**config.mk**
```make
export PLATFORM = sky130hd
export DESIGN_NAME = pipe_stage_elastic
export DESIGN_NICKNAME = d
export VERILOG_FILES = /design/src/rtl/pipe_pkg.sv /design/src/rtl/pipe_slot.sv /design/src/rtl/pipe_stage_elastic.sv
export SDC_FILE = /design/constraint.sdc
export NUM_CORES = 1
export LEC_CHECK = 0
export CAP_MARGIN = 20
export CORE_UTILIZATION = 56
export CTS_BUF_LIST = sky130_fd_sc_hd__clkbuf_8
export CTS_CLUSTER_DIAMETER = 100
export DETAILED_ROUTE_END_ITERATION = 7
export GPL_TIMING_DRIVEN = 0
export PLACE_DENSITY_LB_ADDON = 0.08
export SYNTH_ARGS = -nofsm -noshare
export SYNTH_HDL_FRONTEND = slang
export SYNTH_SLANG_ARGS = --single-unit
export TNS_END_PERCENT = 5
```
**constraint.sdc**
```tcl
create_clock -name clk -period 8.2 [get_ports clk]
set_input_delay 1.64 -clock clk [delete_from_list [all_inputs] [get_ports clk]]
set_output_delay 1.64 -clock clk [all_outputs]
set_load 0.05 [all_outputs]
```
**src/rtl/pipe_pkg.sv**
```systemverilog
// Shared types and constants for the elastic pipeline boundary register.
// The state encoding doubles as the occupancy count driven on the level port.
package pipe_pkg;

  localparam int DEFAULT_DATA_W = 64;
  localparam int DEFAULT_CTRL_W = 8;

  localparam int CTRL_REGWRITE = 0;
  localparam int CTRL_MEMREAD  = 1;
  localparam int CTRL_MEMWRITE = 2;
  localparam int CTRL_MEMREG   = 3;
  localparam int CTRL_JUMP     = 4;

  typedef enum logic [1:0] {
    EMPTY = 2'd0,
    ONE   = 2'd1,
    FULL  = 2'd2
  } pipe_state_e;

endpackage

```
**src/rtl/pipe_slot.sv**
```systemverilog
// One pipeline entry: valid bit plus data and control bundles.
// Clearing an entry drops valid and zeroes control; the data bundle is left stale.
module pipe_slot #(
  parameter int DATA_W = 64,
  parameter int CTRL_W = 8
) (
  input  logic              clk,
  input  logic              reset,
  input  logic              load,
  input  logic              clear,
  input  logic [DATA_W-1:0] din,
  input  logic [CTRL_W-1:0] cin,
  output logic              valid,
  output logic [DATA_W-1:0] data,
  output logic [CTRL_W-1:0] ctrl
);

  logic              valid_q, valid_d;
  logic [DATA_W-1:0] data_q, data_d;
  logic [CTRL_W-1:0] ctrl_q, ctrl_d;

  // Clear wins over load so a kill can never leave live control bits behind.
  always_comb begin
    valid_d = valid_q;
    data_d  = data_q;
    ctrl_d  = ctrl_q;
    if (clear) begin
      valid_d = 1'b0;
      ctrl_d  = '0;
    end else if (load) begin
      valid_d = 1'b1;
      data_d  = din;
      ctrl_d  = cin;
    end
  end

  always_ff @(posedge clk or posedge reset) begin
    if (reset) begin
      valid_q <= 1'b0;
      data_q  <= '0;
      ctrl_q  <= '0;
    end else begin
      valid_q <= valid_d;
      data_q  <= data_d;
      ctrl_q  <= ctrl_d;
    end
  end

  assign valid = valid_q;
  assign data  = data_q;
  assign ctrl  = ctrl_q;

endmodule

```
**src/rtl/pipe_stage_elastic.sv**
```systemverilog
// Valid/ready pipeline boundary register with optional two-entry skid buffer,
// synchronous flush that kills control bits, and an occupancy output.
module pipe_stage_elastic
  import pipe_pkg::*;
#(
  parameter int DATA_W = DEFAULT_DATA_W,
  parameter int CTRL_W = DEFAULT_CTRL_W,
  parameter int SKID   = 1
) (
  input  logic              clk,
  input  logic              reset,
  input  logic              flush,
  input  logic              in_valid,
  output logic              in_ready,
  input  logic [DATA_W-1:0] in_data,
  input  logic [CTRL_W-1:0] in_ctrl,
  output logic              out_valid,
  input  logic              out_ready,
  output logic [DATA_W-1:0] out_data,
  output logic [CTRL_W-1:0] out_ctrl,
  output logic [1:0]        level
);

  pipe_state_e state_q, state_d;
  logic        in_ready_q, in_ready_d;
  logic        accept, issue;
  logic        head_load, head_clear, skid_load, skid_clear;
  logic        head_valid, skid_valid;
  logic [DATA_W-1:0] head_data, skid_data, head_din;
  logic [CTRL_W-1:0] head_ctrl, skid_ctrl, head_cin;

  // in_ready_q is low through reset; without a skid slot it also gates the comb path.
  assign in_ready = (SKID != 0) ? in_ready_q : (in_ready_q & (~head_valid | out_ready));
  assign accept   = in_valid & in_ready;
  assign issue    = head_valid & out_ready;

  // The skid slot is only valid in FULL, where it is the sole source for a head refill.
  assign head_din = skid_valid ? skid_data : in_data;
  assign head_cin = skid_valid ? skid_ctrl : in_ctrl;

  always_comb begin
    state_d    = state_q;
    head_load  = 1'b0;
    head_clear = 1'b0;
    skid_load  = 1'b0;
    skid_clear = 1'b0;
    if (flush) begin
      state_d    = EMPTY;
      head_clear = 1'b1;
      skid_clear = 1'b1;
    end else begin
      case (state_q)
        EMPTY: begin
          if (accept) begin
            state_d   = ONE;
            head_load = 1'b1;
          end
        end
        ONE: begin
          if (accept && issue) begin
            head_load = 1'b1;
          end else if (accept && (SKID != 0)) begin
            state_d   = FULL;
            skid_load = 1'b1;
          end else if (issue) begin
            state_d    = EMPTY;
            head_clear = 1'b1;
          end
        end
        FULL: begin
          if (issue) begin
            state_d    = ONE;
            head_load  = 1'b1;
            skid_clear = 1'b1;
          end
        end
        default: begin
          state_d    = EMPTY;
          head_clear = 1'b1;
          skid_clear = 1'b1;
        end
      endcase
    end
    in_ready_d = (state_d != FULL);
  end

  always_ff @(posedge clk or posedge reset) begin
    if (reset) begin
      state_q    <= EMPTY;
      in_ready_q <= 1'b0;
    end else begin
      state_q    <= state_d;
      in_ready_q <= in_ready_d;
    end
  end

  pipe_slot #(.DATA_W(DATA_W), .CTRL_W(CTRL_W)) u_head (
    .clk   (clk),
    .reset (reset),
    .load  (head_load),
    .clear (head_clear),
    .din   (head_din),
    .cin   (head_cin),
    .valid (head_valid),
    .data  (head_data),
    .ctrl  (head_ctrl)
  );

  generate
    if (SKID != 0) begin : g_skid
      pipe_slot #(.DATA_W(DATA_W), .CTRL_W(CTRL_W)) u_skid (
        .clk   (clk),
        .reset (reset),
        .load  (skid_load),
        .clear (skid_clear),
        .din   (in_data),
        .cin   (in_ctrl),
        .valid (skid_valid),
        .data  (skid_data),
        .ctrl  (skid_ctrl)
      );
    end else begin : g_no_skid
      assign skid_valid = 1'b0;
      assign skid_data  = '0;
      assign skid_ctrl  = '0;
    end
  endgenerate

  assign out_valid = head_valid;
  assign out_data  = head_data;
  assign out_ctrl  = head_ctrl;
  assign level     = state_q;

endmodule
```
* Yosys cells after proc, flatten, opt, wreduce, memory -nomap -nowiden
Cells that the tools add are included.
Storage, ports and cells: bits in registers 149, bits in latches 0, memory bits (writable) 0, memory bits (read-only) 0, input bits 77, output and inout port bits 76, word-level logic and storage cells 54, memories 0
Operators by class: $add $sub $neg 0, multiply operators 0, divide/modulo/power cells 0, $lt $le $gt $ge 0, equal/unequal tests 3, shift-type cells 0, muxes and demuxes 31, bitwise logic cells 4, reductions and logical operators 8
Operator list (number):
- $mux 64 | 1
- $mux 8 | 5
- $mux 1 | 15
- $mux 2 | 6
- $pmux 2 s3 | 1
- $pmux 1 s2 | 2
- $reduce_and 2->1 | 2
- $reduce_bool 2->1 | 2
- $reduce_or 2->1 | 2
- $pmux 1 s3 | 1
- $and 1x1->1 | 2
- $eq 2x1->1 const B | 1
- $eq 2x2->1 const B | 1
- $logic_not 2->1 | 1
- $ne 2x2->1 const B | 1
- $not 1->1 | 2
- $logic_and 1x1->1 | 1

* Depth between registers and ports, before layout
Gate-level depths: netlist of run 1.
depth in word-level cells 8, depth in mapped cells 6, gate-level depth less buffers 3

* By module
From an unflattened synthesis of run 1, not the netlist that was laid out.
Second synthesis, totals: cells, all modules 435, area, all modules 7235.7 um^2
By module, submodules not included:
- pipe_slot | times used 2, cells an instance 166, area each 3070.4 um^2, seq. area each 1826.8 um^2
- pipe_stage_elastic | times used 1, cells an instance 103, area each 1094.8 um^2, seq. area each 75.1 um^2

* Worst setup path before layout of run 1
Ideal clock, no wire load.
kind input port to flip-flop, start in out_ready, end reg u_head.data_q[23] (netlist: u_head.data[23]), setup time 128 ps, arrival 2852 ps, data required time 8072 ps, path slack 5220 ps, cell stages on the path 4, path buffers 1, path through nand4b_1 a221oi_4 buf_6 mux2_1
Between the ends: longest elaborated chain between the ends 8, elaborated cells between the ends (all ways) 12, those cells by class mux: 8; bitwise: 2; reduce/logical: 2
RTL lines:
- start: declaration | RTL line pipe_stage_elastic.sv:18 | input logic out_ready,
- $and 1x1->1 * | RTL line pipe_stage_elastic.sv:35 | assign issue = head_valid & out_ready;
- $mux 1 | RTL line pipe_stage_elastic.sv:65, pipe_stage_elastic.sv:71
- $mux 1 | RTL line pipe_stage_elastic.sv:62 | end else if (accept && (SKID != 0)) begin
- $mux 1 | RTL line pipe_stage_elastic.sv:60 | if (accept && issue) begin
- $pmux 1 s2 | RTL line pipe_stage_elastic.sv:52 | case (state_q)
- $mux 1 | RTL line pipe_stage_elastic.sv:47 | if (flush) begin
- $not 1->1 (no line)
- $reduce_and 2->1 (no line) *
- end signal: assignment | RTL line pipe_slot.sv:44 | data_q <= data_d;
- end: declaration | RTL line pipe_slot.sv:19 | logic [DATA_W-1:0] data_q, data_d;
Every way passes the cells marked *; elsewhere a longest branch is shown, timed or not. A chain may end at the register's enable or synchronous reset.

* Worst setup path after layout of run 1
start in out_ready, end reg u_head.data_q[58] (netlist: u_head.data[58])
Same word-level chain as after synthesis.

==> run metrics, run 1 <==
Die Y=110 um; H-tree Lvls=4; via/cell ratio=5.46; core area=0.0114 mm^2; Req. time, crit path=8.51 ns; register area share after synthesis=57.0%; endpoints failing setup=0; Total Power=2480 uW; clock latency on the worst-skew pair=0.44 ns; CP endpoint kind=flop; Final Worst Setup Slack=4.78 ns; asr flop ratio synth=100%; Final Cycle Share=41.7%; outcome=complete, no violations; total number of vias=4103; Final Util=75.4%; top-count cell post-synth=mux2_2; CP Max Fanout=10; DR DRC count=0; I/O pin cnt=153; CTS hold repair buffers=0; ANT cells=0; delay-heaviest family, CP=buffers and inverters; Startpoint Class=primary input; post-CTS setup buffers=0; area of the mapped netlist=0.00654 mm^2; WL final=13.2 mm; layout cell share with drive strength beyond 1=32.3%; post-synthesis cell count=426; Post-synth EDFFs=0; Final Hold Fails=0; Distinct cells, synth=26; area of the die=0.0121 mm^2; Synth area leaders=dfrtp_1, mux2_2, mux2_1, mux2i_1, buf_6; cts bufs inserted=17; initial core utilization=57.3%; Reg2Reg Setup Slack=5.94 ns; Clock transition at path regs=0.07 ns; CP max stage cell=a221oi_4; dominant cell type by area after synthesis=dfrtp_1; Final Critical Period=3.42 ns; pwr dens=288 mW/mm^2; Synth-to-Final Area Change=31.6%; Leak=0.00362 uW; first-pass iteration count of the detailed router=5; port buffer count=151; worst ir drop on vdd=0.199 mV; routing usage on met2=38.6%; skew final=0.00768 ns; Setup CP Type=in2reg; met1 Track Usage GR=28.3%; Synth Register Bits=149; WP buf/inv=2; Mapped Avg Cell Area=15.4 um^2; main flop type after synthesis=dfrtp_1; Hold WC Path Type=reg2reg; Final ANT Viol Nets=0; fmax=292 MHz; Sink Count=149; largest net degree at the start of global routing=77; syn nets=503; worst slew pin tran=1.05 ns; gpl congestion=0.701; fill count=761; wire per inst=17.6 um; first-pass GRT wire length=20.9 mm; Final #Nets=674; headroom to the max-slew limit=30.2%; vias in the first global route=4287; Cell Chain, Critical Path=clkdlybuf4s50_1 > nand2_1 > a221oi_4 > buf_6 > mux2_2; maxcap violations=0; Top Usage Layer GRT=met2; maximum clock path buffer count=2; DR iter-0 viols=163; CTS Root Buffer Type=clkbuf_8; TritonCTS clock tree=yes; Post-Place Worst Slack=4.36 ns; Pins Over Slew Limit=0; post-synth top area share=57.0%; grt ovf=0; Max stage delay on crit path=0.69 ns; Cell Rows=39; Worst EP arrival=3.73 ns; GRT Util Overall=23.2%; met3 usage=7.58%; register area=0.00373 mm^2; CTS-repair resized insts=0; Setup TNS Final=0 ns; YS warnings=0; initial antenna violation count=0; Die X=110 um; detailed placement HPWL=9.18 mm; RSZ-0062 raised after global routing=false; Multi-input gate area=0.00263 mm^2; commonest cells in the netlist=mux2_2, dfrtp_1, mux2_1
## sequential cells by signal, summed over array words and instances (netlist names)
signal	count
g_skid.u_skid.data	64
u_head.data	64
g_skid.u_skid.ctrl	8
u_head.ctrl	8
level	2
g_skid.u_skid.valid	1
in_ready	1
u_head.valid	1
## worst reg2reg max path, stage by stage, from the launching register on
cell	delay, ns
dfrtp_1	0.41
buf_2	0.19
nand3b_1	0.26
a221oi_4	0.66
buf_6	0.26
mux2_2	0.37
## final cells by class
class | count | area share (%)
clock buffer | 22 | 3.52
multi-input combinational | 248 | 30.6
timing repair buffer | 152 | 17.9
buffer | 26 | 1.95
clock inverter | 9 | 0.451
tap | 143 | 2.08
sequential | 149 | 43.3
inverter | 3 | 0.189
## final timing paths
path,start,end,depth (start not counted)
max reg2reg,level[1],u_head.data[58],5
max in group asynchronous,reset,g_skid.u_skid.data[59],3
min reg2reg,u_head.data[16],u_head.data[16],1
min,u_head.data[16],u_head.data[16],1
max,out_ready,u_head.data[58],5
min in group asynchronous,reset,g_skid.u_skid.data[30],2
## logic make-up (layout without fill, tap and decap cells)
logic type             Yosys count  after routing  synth area share (%)
flip-flops                     149            149                  57.0
buffers and inverters           29            212                  2.74
AO/OA/AOI/OAI                   29             29                  3.62
multiplexers                   208            208                  35.5
AND/OR/NAND/NOR                 11             11                  1.13
## through the flow
stage	hold slack, ns	instances	area, um^2
after CTS	0.489	752	8600
after detailed placement	0.474	721	8260
after floorplan	0.466	426	6540
final	0.484	752	8600
after global placement	0.466	720	8230
after global routing	0.507	752	8600
## routing by layer
metal | part of all wire, % | up-vias
met5 | 0 | -
met2 | 50 | 113
met1 | 42 | 2073
met3 | 6.6 | 15
met4 | 1.5 | 0
li1 | - | 1902
## power by group
part | internal (uW) | switching [uW] | total [uW] | leakage [uW]
sequential | 963 | 111 | 1070 | 0.00181
combinational | 392 | 528 | 921 | 0.00161
clock | 240 | 245 | 485 | 0.000200
## placed cells by master (no fill, tap or decap), drive strengths merged
cell type / n
a21o: 2
buf: 18
nand2: 3
nand4b: 3
a21oi: 4
clkbuf: 31
inv: 8
a221oi: 2
mux2i: 16
a22o: 8
dfrtp: 149
o211ai: 8
and2: 2
nand3b: 1
a211o: 2
clkdlybuf4s50: 151
mux2: 192
nor2b: 1
o21a: 1
clkinv: 4
a31oi: 1
and4b: 1
o21ai: 1
Power figures use the tool's default switching activity.
==> inputs of run 2 (changes only) <==
- CORE_UTILIZATION: 56 -> 47
- clock period: 8.2 -> 3.08 ns (I/O delays scaled with it)
==> run metrics, run 2 (synthesis gave the netlist of run 1 again) <==
outcome=complete, no violations (unchanged); Worst EP arrival=2.76 ns (was 3.73 ns); Final ANT Viol Nets=0 (unchanged); GRT Util Overall=20.0% (was 23.2%); headroom to the max-slew limit=22.3% (was 30.2%); Cell Chain, Critical Path=clkdlybuf4s50_1 > nand2_1 > a221oi_4 > buf_6 > mux2_2 (unchanged); largest net degree at the start of global routing=42 (was 77); I/O pin cnt=153 (unchanged); most common cell after layout, fill and taps aside=mux2_2 (unchanged); Post-Place Worst Slack=0.209 ns (was 4.36 ns); Finished Cell Area=0.00869 mm^2 (was 0.00860 mm^2); maxcap violations=0 (unchanged); Clock transition at path regs=0.07 ns (about the same); total number of vias=4110 (was 4103); Final #Nets=676 (was 674); Cell Rows=42 (was 39); Die X=120 um (was 110 um); WP buf/inv=2 (unchanged); Max stage delay on crit path=0.73 ns (was 0.69 ns); post-placement cell area=0.00834 mm^2 (was 0.00826 mm^2); fmax=411 MHz; CP endpoint kind=flop (unchanged); cts bufs inserted=17 (unchanged); CTS hold repair buffers=0 (unchanged); Pins Over Slew Limit=0 (unchanged); CTS Root Buffer Type=clkbuf_8 (unchanged); worst ir drop on vdd=0.447 mV (was 0.199 mV); Final Non-Filler Cells=787 (was 752); DR DRC count=0 (unchanged); Int Power=4310 uW (was 1600 uW); grt ovf=0 (unchanged); # placed instances=756 (was 721); CP Max Fanout=10 (unchanged); TritonCTS clock tree=yes (unchanged); first-pass GRT wire length=21.9 mm (was 20.9 mm); H-tree Lvls=4 (unchanged); CTS-repair resized insts=0 (unchanged); Leak=0.00364 uW (was 0.00362 uW); pwr dens=767 mW/mm^2 (was 288 mW/mm^2); Req. time, crit path=3.40 ns (was 8.51 ns); vias in the first global route=4445 (was 4287); delay-heaviest family, CP=buffers and inverters (unchanged); combinational power share=36.7% (was 37.1%); Sw Share=35.3% (was 35.6%); port buffer count=151 (unchanged); initial antenna violation count=0 (unchanged); Final Cycle Share=79.0%; area of the die=0.0144 mm^2 (was 0.0121 mm^2); maximum clock path buffer count=2 (unchanged); Final Worst Setup Slack=0.647 ns (was 4.78 ns); initial core utilization=48.8% (was 57.3%); CP max stage cell=a221oi_4 (unchanged); wire per inst=17.0 um (was 17.6 um); WL final=13.4 mm (was 13.2 mm); Seq pwr share=42.7% (was 43.3%); ANT cells=0 (unchanged); RSZ-0062 raised after global routing=false (unchanged); layout cell share with drive strength beyond 1=32.4% (was 32.3%); detailed placement HPWL=9.35 mm (was 9.18 mm); most frequent cells in the layout=mux2_2, clkdlybuf4s50_1, dfrtp_1 (unchanged); first-pass iteration count of the detailed router=4 (was 5); WHS=0.485 ns (was 0.484 ns); DR iter-0 viols=135 (was 163); fill count=1006 (was 761); Startpoint Class=primary input (unchanged); clock latency on the worst-skew pair=0.44 ns (about the same); Final Critical Period=2.43 ns; Sink Count=149 (unchanged); Setup CP Type=in2reg (unchanged); post-CTS setup buffers=0 (unchanged); core area=0.0134 mm^2 (was 0.0114 mm^2); Die Y=120 um (was 110 um); via/cell ratio=5.22 (was 5.46); endpoints failing setup=0 (unchanged); Hold WC Path Type=reg2reg (unchanged); switching power=2350 uW (was 884 uW); skew final=0.0107 ns (was 0.00768 ns); worst slew pin tran=1.17 ns (was 1.05 ns); Synth-to-Final Area Change=32.9% (was 31.6%); gpl congestion=0.710 (was 0.701); Clk pwr share=20.6% (was 19.6%); Final Hold Fails=0 (unchanged)
[run 2: path summary, 6_finish.rpt]
check | start | slack (ns) | endpoint | cells after the start
setup / recovery | out_ready | 0.65 | u_head.data[58] | 5
max in group asynchronous | reset | 1.45 | u_head.data[23] | 4
min in group asynchronous | reset | 0.71 | u_head.data[13] | 2
hold / removal | u_head.data[23] | 0.49 | u_head.data[23] | 1
hold reg to reg | u_head.data[23] | 0.49 | u_head.data[23] | 1
setup reg to reg | level[0] | 0.83 | u_head.data[58] | 5
[run 2: metal layers]
layer / vias to the layer above / global-route usage [%] / part of all wire [%]
li1: 1903 / - / -
met1: 2081 / 24.7 / 44
met2: 110 / 33.2 / 49
met3: 16 / 6.32 / 5.6
met4: 0 / 6.56 / 1.1
met5: - / 0 / 0
[run 2: cell type report]
class                           instances  area (um^2)  area share, %
Clock buffer                           21          289           3.33
Inverter                                3         15.0          0.173
Tap cell                              176          220           2.53
Clock inverter                         10         67.6          0.777
Multi-Input combinational cell        248         2630           30.3
Sequential cell                       149         3730           42.9
Buffer                                 26          168           1.93
Timing Repair Buffer                  154         1570           18.1
[run 2: metrics by stage]
stage / TNS [ns] / utilization, % / power, uW
finish: 0 / 64.9 / 6660
global route: 0 / 64.9 / 6990
CTS: 0 / 64.9 / 6740
detailed placement: 0 / 62.2 / 5350
global placement: -97.61 / 61.8 / 5260
floorplan: 0 / - / 4480
[run 2: power by group through the flow]
stage | combinational [uW] | sequential (uW) | clock, uW
floorplan | 728 | 3760 | 0
global placement | 2410 | 2850 | 0
detailed placement | 2470 | 2880 | 0
CTS | 2470 | 2850 | 1410
global route | 2570 | 2920 | 1490
finish | 2450 | 2850 | 1370
[run 2: worst register-to-register path, delay by kind of cell (launching register included)]
kind / cells / cell delay (ns)
buffers and inverters: 2 / 0.40
flip-flops: 1 / 0.42
AND/OR/NAND/NOR: 1 / 0.24
multiplexers: 1 / 0.35
AO/OA/AOI/OAI: 1 / 0.71
